===== config.mk =====
export PLATFORM = sky130hd
export DESIGN_NAME = fifo_rd_arbiter
export DESIGN_NICKNAME = d
export VERILOG_FILES = /design/src/rtl/fifo_pkg.sv /design/src/rtl/fifo_rd_arbiter_rr_pick.sv /design/src/rtl/fifo_rd_arbiter.sv
export SDC_FILE = /design/constraint.sdc
export NUM_CORES = 1
export LEC_CHECK = 0
export BUFFER_PORTS_ARGS = -buffer_cell sky130_fd_sc_hd__buf_2
export CAP_MARGIN = 0
export CORE_MARGIN = 2
export CORE_UTILIZATION = 45
export CTS_CLUSTER_SIZE = 14
export DETAILED_ROUTE_END_ITERATION = 8
export GPL_TIMING_DRIVEN = 0
export PLACE_DENSITY_LB_ADDON = 0.15
export SLEW_MARGIN = 20
export SYNTH_ARGS = -nofsm -noshare
export SYNTH_HDL_FRONTEND = slang
export SYNTH_SLANG_ARGS = --single-unit

===== constraint.sdc =====
create_clock -name rclk -period 4.9 [get_ports rclk]
set_clock_uncertainty 0.15 [all_clocks]
set_input_delay 0.735 -clock rclk [delete_from_list [all_inputs] [get_ports rclk]]
set_output_delay 0.735 -clock rclk [all_outputs]
set_load 0.05 [all_outputs]

===== src/rtl/fifo_pkg.sv =====
// Shared types and default sizing for the FIFO read-side arbiter.
package fifo_pkg;

  localparam int unsigned NREQ_DEF  = 4;
  localparam int unsigned DSIZE_DEF = 8;
  localparam int unsigned BURST_DEF = 4;

  typedef enum logic [1:0] {
    IDLE  = 2'd0,
    GRANT = 2'd1,
    GAP   = 2'd2
  } state_t;

endpackage


===== src/rtl/fifo_rd_arbiter_rr_pick.sv =====
// Combinational round-robin picker: first requester after 'last', wrapping modulo NREQ.
module rr_pick #(
  parameter int unsigned NREQ = 4,
  parameter int unsigned IW   = $clog2(NREQ)
) (
  input  logic [NREQ-1:0] req,
  input  logic [IW-1:0]   last,
  output logic            any,
  output logic [IW-1:0]   idx
);

  logic [IW-1:0] cand;

  // Scan from the farthest offset to the nearest so the nearest hit wins.
  always_comb begin
    any  = 1'b0;
    idx  = '0;
    cand = '0;
    for (int unsigned k = NREQ; k > 0; k--) begin
      cand = IW'((32'(last) + k) % NREQ);
      if (req[cand]) begin
        any = 1'b1;
        idx = cand;
      end
    end
  end

endmodule


===== src/rtl/fifo_rd_arbiter.sv =====
// Round-robin burst arbiter draining several FIFO read sides into one output register.
module fifo_rd_arbiter
  import fifo_pkg::*;
#(
  parameter int unsigned NREQ  = NREQ_DEF,
  parameter int unsigned DSIZE = DSIZE_DEF,
  parameter int unsigned BURST = BURST_DEF
) (
  input  logic                    rclk,
  input  logic                    rrst,
  input  logic [NREQ-1:0]         empty,
  input  logic [NREQ*DSIZE-1:0]   rdata,
  output logic [NREQ-1:0]         rinc,
  output logic                    out_valid,
  output logic [DSIZE-1:0]        out_data,
  output logic [$clog2(NREQ)-1:0] out_src,
  input  logic                    out_ready,
  output logic                    busy
);

  localparam int unsigned IW = $clog2(NREQ);
  localparam int unsigned CW = $clog2(BURST) + 1;
  localparam logic [CW-1:0] BURST_LAST = CW'(BURST - 1);

  state_t           state, state_nxt;
  logic [IW-1:0]    g, last;
  logic [CW-1:0]    beat_cnt;
  logic             any;
  logic [IW-1:0]    pick;
  logic             beat;
  logic             to_idle;
  logic [DSIZE-1:0] rword [NREQ];

  rr_pick #(
    .NREQ (NREQ),
    .IW   (IW)
  ) u_pick (
    .req  (~empty),
    .last (last),
    .any  (any),
    .idx  (pick)
  );

  always_comb begin
    for (int unsigned i = 0; i < NREQ; i++) begin
      rword[i] = rdata[i*DSIZE +: DSIZE];
    end
  end

  assign beat    = (state == GRANT) && !empty[g] && (!out_valid || out_ready);
  assign to_idle = (state != IDLE) && (state_nxt == IDLE);

  always_ff @(posedge rclk) begin
    if (rrst) begin
      state <= IDLE;
    end else begin
      state <= state_nxt;
    end
  end

  always_comb begin
    state_nxt = state;
    case (state)
      IDLE:    if (any) state_nxt = GRANT;
      GRANT: begin
        if (empty[g]) begin
          state_nxt = IDLE;
        end else if (beat) begin
          state_nxt = (beat_cnt == BURST_LAST) ? IDLE : GAP;
        end
      end
      GAP:     state_nxt = GRANT;
      default: state_nxt = IDLE;
    endcase
  end

  always_comb begin
    rinc = '0;
    if (beat && !rrst) begin
      rinc[g] = 1'b1;
    end
  end

  // Ending a grant clears the counter even on the burst-completing beat.
  always_ff @(posedge rclk) begin
    if (rrst) begin
      g         <= '0;
      last      <= IW'(NREQ - 1);
      beat_cnt  <= '0;
      out_valid <= 1'b0;
      out_data  <= '0;
      out_src   <= '0;
      busy      <= 1'b0;
    end else begin
      if (state == IDLE && any) begin
        g <= pick;
      end
      if (to_idle) begin
        last     <= g;
        beat_cnt <= '0;
      end else if (beat) begin
        beat_cnt <= beat_cnt + 1'b1;
      end
      if (beat) begin
        out_valid <= 1'b1;
        out_data  <= rword[g];
        out_src   <= g;
      end else if (out_valid && out_ready) begin
        out_valid <= 1'b0;
      end
      busy <= (state_nxt != IDLE);
    end
  end

endmodule


==> results.toml <==
[outcome]
status = "complete, no violations"

[cts]
cts_hold_buf = 0
clock_latency_ns = 0.31
cts_root_buf = "clkbuf_4"
numCtsBuffers = 3
clkSlewWorstSetupHoldPaths_ns = 0.12
cts_max_path_buffers = 2
cts_resized = 0
htreeDepth = 1
cts_tree = "done"
post_cts_buffers = 0
clock-sinks = 21

[worst_setup_path]
critPathRequiredTime_ns = 4.01
slowest_stage = "buf_2"
rr_endpoint = "out_data[2]"
cp-end-kind = "primary output"
worstSetupStartpoint = "empty[1]"
start_kind = "input port"
critPathKind = "input port to primary output"
r2r_start = "g[1]"
crit_top_cell = "buf_2"
critPathMaxFanout = 8
r2r_slack_ns = 3.09
crit_path_max_incr_delay_ns = 0.31
r2r_cells = 5
crit_arrival_ns = 2.10
cp_cell_sequence = "buf_2, mux2i_2, a22o_2, nand2_4, nor4b_1, buf_2"

[cells_and_area]
fin_cells = 226
post-route-util_pct = 59.5
fin_area_um2 = 1630
n_antenna_cell = 0
areaGrowthSynthToFinish_pct = 25.9
final_common_cell = "buf_2"
nFillCells = 260
drive_gt1_share_pct = 40.0
design.final.nets = 237
final_cell_mix = "buf_2 (56), dfxtp_1 (21), a21oi_1 (18)"

[place]
dp_slack_ns = 1.90
post_dp_cell_area_um2 = 1600
placed_cells = 222
hpwl_mm = 2.55
io_buffers = 53
gp_congestion = 0.730

[yosys]
synthAdderAreaFrac_pct = 1.94
ys_async_sr_fraction_pct = 0
synthMuxAreaShare_pct = 17.4
synth_edf_count = 0
postSynthCellCount = 138
syn-num-nets = 179
synth_top_family_by_area = "compound AO/OA/AOI/OAI gates"
syn_avg_cell_area_um2 = 9.36
yosys_warnings = 0
synth_xor_area_share_pct = 0
synth_top_area_share_pct = 32.6
synth-seq-cells = 21
ys_top_cells_by_area = "dfxtp_1 (33%), mux4_2 (10%), a21oi_1 (7.0%)"
synth-seq-area-share_pct = 32.6
synth_top_area_cell = "dfxtp_1"
synthSimpleGateAreaFrac_pct = 19.1
ys_types = 42
synth_compound_area_share_pct = 23.7
ys.flop_type = "dfxtp_1"
syn_area_um2 = 1290

[global_route]
grt_max_degree = 14
grt_overflow = 0
grt_use_total_pct = 20.2
grt_pass1_vias = 1251
antenna_found_initial = 0
grt_pass1_wl_mm = 5.22

[power]
p_int_mw = 0.282
comb_power_share_pct = 36.2
leakage_nw = 0.673
sequentialPowerShare_pct = 44.1
power_mw = 0.438
swShare_pct = 35.7
vdd_drop_max_mv = 0.177
p_switching_mw = 0.156
power_density_nw_per_um2 = 270
pwr-share-clk_pct = 19.7

[timing]
fmax_mhz = 335
drv_slew = 0
max-slew-margin-rel_pct = 62.0
tightestPinTransition_ns = 0.570
setup_slack_ns = 1.91
fin_crit_sh_pct = 60.9
whs_ns = 0.336
hold_viol = 0
tns_ns = 0
finalSetupViolCount = 0
rsz0062_at_grt = "no"
period_minus_slack_ns = 2.99

[routing]
postRouteWirelength_mm = 3.27
drc = 0
dr.pass1.iters = 4
wire_per_inst_um = 14.5
vias_per_cell = 5.78
final_antenna_net_count = 0
drt-initial-drc-count = 57
vias = 1306

[worst_hold_path]
holdPathStages = 2
hold_class = "flip-flop to flip-flop"
hold-path-endpoint = "out_data[0]"
hold_start = "out_data[0]"

[floorplanning]
num_rows = 19
initial_utilization_pct = 47.2
coreArea_um2 = 2730
io_pins = 55
dieArea_um2 = 3310
fp.dieH_um = 57.6
die_x_um = 57.6

[flow_run]
maxCapViolCount = 0
==> worst max-delay path by stage <==
stage                          to  slack (ns)  cells after the start
after floorplan           rinc[1]        1.08                      4
after global placement    rinc[1]        1.95                      6
after detailed placement  rinc[1]        1.90                      6
after CTS                 rinc[1]        1.91                      6
after global routing      rinc[1]        1.72                      6
final                     rinc[1]        1.91                      6
==> critical path, delay by kind of cell <==
family | cells | cell delay, ns
buffers and inverters | 2 | 0.45
AO/OA/AOI/OAI | 1 | 0.30
AND/OR/NAND/NOR | 2 | 0.33
multiplexers | 1 | 0.27
==> power groups by stage <==
stage          clock network, mW  logic, mW  registers (mW)
6_report                  0.0864      0.159           0.193
5_1_grt                   0.0981      0.171           0.195
4_1_cts                   0.0904      0.160           0.193
3_5_place_dp                   0      0.159           0.197
3_3_place_gp                   0      0.155           0.196
2_1_floorplan                  0     0.0929           0.220
==> synthesized netlist by cell type, types with 2 or more instances <==
| cell | instances |
|---|---|
| o21ai_0 | 13 |
| nor2_1 | 7 |
| o21ai_1 | 3 |
| and3b_1 | 2 |
| or3_1 | 2 |
| nand3_1 | 12 |
| nor4b_1 | 2 |
| buf_1 | 2 |
| clkbuf_1 | 4 |
| mux4_2 | 6 |
| a21oi_1 | 18 |
| mux2i_2 | 2 |
| inv_1 | 3 |
| a211oi_1 | 2 |
| nor4_1 | 2 |
| dfxtp_1 | 21 |
| mux4_1 | 2 |
| buf_2 | 3 |
| nand2_1 | 6 |
| nor2b_1 | 3 |
| ha_1 | 2 |
==> layer usage <==
layer | wire length [um] | share of wire, % | track usage, % | vias to the layer above
met5 | 0 | 0 | 0 | -
met4 | 21 | 0.64 | 4.98 | 0
met3 | 225 | 6.9 | 3.40 | 2
met2 | 1710 | 52 | 38.1 | 47
met1 | 1310 | 40 | 23.4 | 617
li1 | - | - | - | 640
==> flip-flops by register name, indices dropped and copies added, names as in the netlist <==
register and cells:
out_data 8, beat_cnt 3, g 2, last 2, out_src 2, state 2
busy 1, out_valid 1
==> cell families after synthesis <==
kind of cell / Yosys count
buffers and inverters: 14
AO/OA/AOI/OAI: 47
multiplexers: 11
AND/OR/NAND/NOR: 43
adder cells (fa/ha/maj): 2
flip-flops: 21
==> cell type report <==
class / count / area, um2 / share of cell area (%)
Sequential cell: 21 / 420 / 25.9
Timing Repair Buffer: 53 / 265 / 16.3
Clock buffer: 3 / 22.5 / 1.39
Inverter: 3 / 11.3 / 0.693
Multi-Input combinational cell: 103 / 803 / 49.4
Buffer: 11 / 56.3 / 3.46
Tap cell: 31 / 38.8 / 2.39
Clock inverter: 1 / 7.51 / 0.462
Power figures use the tool's default switching activity.
